### config.mk
export PLATFORM = sky130hd
export DESIGN_NAME = alu_cmd_assembler
export DESIGN_NICKNAME = d
export VERILOG_FILES = /design/src/rtl/alu_cmd_assembler.sv
export SDC_FILE = /design/constraint.sdc
export NUM_CORES = 1
export LEC_CHECK = 0
export ABC_AREA = 0
export BUFFER_PORTS_ARGS = -buffer_cell sky130_fd_sc_hd__buf_4
export CAP_MARGIN = 20
export CORE_ASPECT_RATIO = 0.7
export CORE_UTILIZATION = 23
export CTS_BUF_LIST = sky130_fd_sc_hd__clkbuf_16
export CTS_CLUSTER_DIAMETER = 50
export DETAILED_ROUTE_END_ITERATION = 10
export GPL_TIMING_DRIVEN = 0
export RECOVER_POWER = 50
export SYNTH_ARGS = -nofsm -noshare
export SYNTH_HDL_FRONTEND = slang
export SYNTH_SLANG_ARGS = --single-unit
### constraint.sdc
create_clock -name clk_i -period 2.1 [get_ports clk_i]
set_clock_uncertainty 0.2 [all_clocks]
set_input_delay 0.105 -clock clk_i [delete_from_list [all_inputs] [get_ports clk_i]]
set_output_delay 0.105 -clock clk_i [all_outputs]
set_load 0.05 [all_outputs]
### src/rtl/alu_cmd_assembler.sv
// Byte-stream command framer for alu32: collects opcode + operand A + operand B
// (little-endian) into one command and hands it off over a valid/ready port.
module alu_cmd_assembler #(
  parameter int unsigned TimeoutCycles_p = 1024,
  parameter int unsigned TimeoutWidth_p  = 16
) (
  input  logic        clk_i,
  input  logic        reset_ni,
  input  logic        valid_i,
  input  logic [7:0]  data_i,
  output logic        ready_o,
  output logic        valid_o,
  output logic [1:0]  opcode_o,
  output logic [31:0] operand_a_o,
  output logic [31:0] operand_b_o,
  input  logic        ready_i,
  output logic        err_o,
  output logic [1:0]  err_cause_o
);

  localparam logic [1:0] StOpcode = 2'd0;
  localparam logic [1:0] StOpA    = 2'd1;
  localparam logic [1:0] StOpB    = 2'd2;
  localparam logic [1:0] StSend   = 2'd3;

  localparam logic [1:0] CauseBadOp   = 2'b01;
  localparam logic [1:0] CauseTimeout = 2'b10;

  localparam bit          TmoEn      = (TimeoutCycles_p != 0);
  localparam int unsigned TmoLastInt = TmoEn ? (TimeoutCycles_p - 1) : 0;
  localparam logic [TimeoutWidth_p-1:0] TmoLast = TimeoutWidth_p'(TmoLastInt);

  logic [1:0]                state_q, state_d;
  logic [1:0]                idx_q, idx_d;
  logic [TimeoutWidth_p-1:0] tmo_q, tmo_d;
  logic [1:0]                opcode_q, opcode_d;
  logic [31:0]               op_a_q, op_a_d;
  logic [31:0]               op_b_q, op_b_d;
  logic                      err_q, err_d;
  logic [1:0]                cause_q, cause_d;

  logic byte_acc;
  logic tmo_hit;
  logic [4:0] byte_lsb;

  assign ready_o     = (state_q != StSend);
  assign valid_o     = (state_q == StSend);
  assign opcode_o    = opcode_q;
  assign operand_a_o = op_a_q;
  assign operand_b_o = op_b_q;
  assign err_o       = err_q;
  assign err_cause_o = cause_q;

  assign byte_acc = valid_i && ready_o;
  assign byte_lsb = {idx_q, 3'b000};
  // An accepted byte in the expiring cycle takes priority over the abort.
  assign tmo_hit  = TmoEn && !byte_acc && (tmo_q == TmoLast);

  always_comb begin
    state_d  = state_q;
    idx_d    = idx_q;
    tmo_d    = '0;
    opcode_d = opcode_q;
    op_a_d   = op_a_q;
    op_b_d   = op_b_q;
    err_d    = 1'b0;
    cause_d  = cause_q;

    case (state_q)
      StOpcode: begin
        if (byte_acc) begin
          if (data_i[7:2] == 6'd0) begin
            opcode_d = data_i[1:0];
            idx_d    = 2'd0;
            state_d  = StOpA;
          end else begin
            err_d   = 1'b1;
            cause_d = CauseBadOp;
          end
        end
      end

      StOpA, StOpB: begin
        if (byte_acc) begin
          if (state_q == StOpA) begin
            op_a_d[byte_lsb +: 8] = data_i;
          end else begin
            op_b_d[byte_lsb +: 8] = data_i;
          end
          if (idx_q == 2'd3) begin
            idx_d   = 2'd0;
            state_d = (state_q == StOpA) ? StOpB : StSend;
          end else begin
            idx_d = idx_q + 2'd1;
          end
        end else if (tmo_hit) begin
          // Partial operands are left in place; they are overwritten before use.
          idx_d   = 2'd0;
          state_d = StOpcode;
          err_d   = 1'b1;
          cause_d = CauseTimeout;
        end else if (TmoEn) begin
          tmo_d = tmo_q + 1'b1;
        end
      end

      StSend: begin
        if (ready_i) begin
          state_d = StOpcode;
        end
      end
    endcase
  end

  always_ff @(posedge clk_i or negedge reset_ni) begin
    if (!reset_ni) begin
      state_q  <= StOpcode;
      idx_q    <= 2'd0;
      tmo_q    <= '0;
      opcode_q <= 2'd0;
      op_a_q   <= 32'd0;
      op_b_q   <= 32'd0;
      err_q    <= 1'b0;
      cause_q  <= 2'd0;
    end else begin
      state_q  <= state_d;
      idx_q    <= idx_d;
      tmo_q    <= tmo_d;
      opcode_q <= opcode_d;
      op_a_q   <= op_a_d;
      op_b_q   <= op_b_d;
      err_q    <= err_d;
      cause_q  <= cause_d;
    end
  end

endmodule

==> results.yml <==
placement:
  numPortBuffers: 82
  routabilityCongestion: 0.807
  dp_hpwl_mm: 8.00
  pre_cts_slack_ps: -261
  place_area_mm2: 0.00492
  post-place-cells: 689
floorplanning:
  chipWidth_um: 158
  die-area_mm2: 0.0176
  initial_core_util: 0.238
  die_h_um: 111
  rows: 39
  io_pins: 83
  core_area_mm2: 0.0165
run:
  maxCapViolations: 0
detailed_routing:
  first_pass_iters: 4
  dr_wl_met3_um: 779
  drt-vias-per-instance: 4.58
  route.met2.wl_mm: 5.43
  maxUsedRoutingLayer: "met4"
  drt-total-wl_mm: 11.7
  drc: 0
  vias: 3387
  drtIter0Drc: 137
  antenna_left: 0
  wl_per_cell_um: 15.8
  wl_met1_mm: 5.36
setup_path:
  r2r_slack_ps: -120
  cp-start-kind: "register"
  path_buf_inv: 1
  reg2reg_depth: 5
  worst_path_largest_cell_delay_ps: 650
  end_kind: "register"
  r2r_start: "tmo_q[12]"
  r2r_end: "tmo_q[14]"
  crit_top_cell: "or4_4"
  path_class: "register to register"
  cp.depth: 5
  crit_chain: "or4_4, or4_4, nand2_4, buf_8, nor2_2"
  cp_max_fo: 5
  crit_path_top_delay_cell: "or4_4"
  cp.arrival_ps: 2260
  critical_path.top_delay_family: "simple AND/OR/NAND/NOR gates"
  cp_data_required_time_ps: 2130
yosys:
  synth.area.top_cells: "dfrtp_1 (57%), o31ai_1 (9.2%), nand2_1 (8.4%), ha_1 (2.9%), o21ai_0 (2.5%)"
  yosysWarnings: 0
  syn-num-nets: 403
  synthArstFlopShare: 1.00
  ys.flop_type: "dfrtp_1"
  yosysMostFrequentCell: "dfrtp_1"
  synth_top_area_share: 0.567
  synth_edf_count: 0
  synth_seq_cells: 89
  synthDistinctLibCells: 48
  synth_area_mm2: 0.00393
  synth_cells: 382
  ys_seq_area_frac: 0.567
  synth_area_leader_cell: "dfrtp_1"
  synth_common_cells: "dfrtp_1 (89), nand2_1 (88), o31ai_1 (48)"
  avgSynthCellArea_um2: 10.3
clock_network:
  cts_buffers: 9
  cts_tree: "built"
  cts-root-buf: "clkbuf_16"
  clock_path_buffers: 2
  htree_levels: 3
  clkTransAtPathRegs_ps: 60
  insertion_delay_ps: 340
  cts.sinks: 89
timing:
  min_period_ps: 2220
  hold_violations: 0
  setup_violations: 29
  fmax_mhz: 450
  slew_violations: 0
  relSlewSlack: 0.00887
  post-route-period-util: 1.06
  setup-tns-final_ps: -2220
  rsz0062_at_grt: "yes"
  tightest_slew_ps: 1490
  fin_ws_ps: -123
final_layout:
  fin_cells: 740
  drive_gt1_frac: 0.414
  layout.nets: 531
  area_growth_pct: 50.8
  antenna_cells: 0
  final_cell_area_mm2: 0.00592
worst_hold_path:
  min_to: "operand_a_o[28]"
  min_path_type: "primary input to register"
  min_from: "data_i[4]"
  holdPathStages: 3
global_routing:
  grt_usage: 0.133
  first_global_vias: 3354
  grt_pass1_wl_mm: 17.8
  grt.overflow.total: 0
  antenna_found_initial: 0
  grt_max_degree: 90
power:
  power.internal_mw: 4.12
  p_sw_frac: 0.476
  p_switching_mw: 3.75
  powerDensity_mw_per_mm2: 1330
  power_mw: 7.87
  p_leak_nw: 2.55
  vdd_drop_max_uv: 786
  pwr-share-clk: 0.192
  p_seq_frac: 0.304
  power_frac_comb: 0.504
outcome:
  status: "finished with violations"
  violations: "setup timing"
==> cells in the final DEF, fill, tap and decap left out, types with 10 or more instances in the layout <==
cell and count:
xnor2_1 10, clkbuf_1 11, buf_4 96, dlygate4sd3_1 10
o31ai_1 32, dfrtp_1 86, o21ai_0 18, clkbuf_16 11
nand2_1 69, nand2_4 12, o31ai_2 11
==> stage by stage <==
step / util / hold slack (ps)
floorplan: - / -391
global placement: 0.298 / 179
detailed placement: 0.298 / 186
CTS: 0.333 / 40.2
global route: 0.359 / 88.0
finish: 0.359 / 83.6
==> area by class of cell <==
cell class                 count  area (um2)
clock buffer                   9         225
buffer                        15         151
sequential                    89        2230
timing repair buffer         122         960
clock inverter                 7        55.1
inverter                       9        35.0
multi-input combinational    264        1980
fill                        1663       10600
tap                          225         282
==> cell families after synthesis <==
logic type                 synth area share
xor gates and xnor gates             0.0268
AOI/OAI and AO/OA                     0.148
muxes                                0.0111
DFF                                   0.567
buffers and inverters                0.0312
and+or+nand+nor                       0.187
adders and majority gates            0.0287
==> layer usage <==
metal | vias up | global-route usage
met4 | 0 | 0.0372
met2 | 83 | 0.207
met1 | 1687 | 0.173
met5 | - | 0
li1 | 1607 | -
met3 | 10 | 0.0479
==> sequential cells by signal, indices dropped and copies added (netlist names) <==
| name | flops |
|---|---|
| operand_a_o | 32 |
| operand_b_o | 32 |
| tmo_q | 16 |
| err_cause_o | 2 |
| idx_q | 2 |
| opcode_o | 2 |
| state_q | 2 |
| err_o | 1 |
==> worst reg2reg max path, cell delays in order (launching register included) <==
cell	delay, ps
dfrtp_1	410
or4_4	550
or4_4	650
nand2_4	130
buf_8	140
nor2_2	50
==> worst max path at each step <==
stage,slack [ps],end,from
3_3_place_gp,-260,state_q[0],tmo_q[0]
3_5_place_dp,-260,state_q[0],tmo_q[0]
6_report,-120,tmo_q[14],tmo_q[12]
4_1_cts,-60,operand_b_o[28],state_q[1]
5_1_grt,-170,state_q[0],tmo_q[0]
2_1_floorplan,-20,operand_b_o[30],state_q[1]
==> power by group through the flow <==
| stage | Combinational (mW) | Sequential (mW) | Clock [mW] |
|---|---|---|---|
| CTS | 3.64 | 2.37 | 1.55 |
| global placement | 3.44 | 2.41 | 0 |
| global route | 4.24 | 2.43 | 1.63 |
| detailed placement | 3.50 | 2.43 | 0 |
| finish | 3.97 | 2.39 | 1.51 |
| floorplan | 1.16 | 3.60 | 0 |
==> repair_timing <==
| item | CTS | global route |
|---|---|---|
| gates resized for setup | 36 | 90 |
| hold buffers | 10 | 0 |
| setup buffers | 12 | 13 |
| endpoints found under the hold margin | 109 | 0 |
| cloned | 2 | 2 |
| pin swaps | 15 | 19 |
| setup endpoints to repair | 78 | 85 |
No activity file was read; power rests on OpenSTA's default activity.
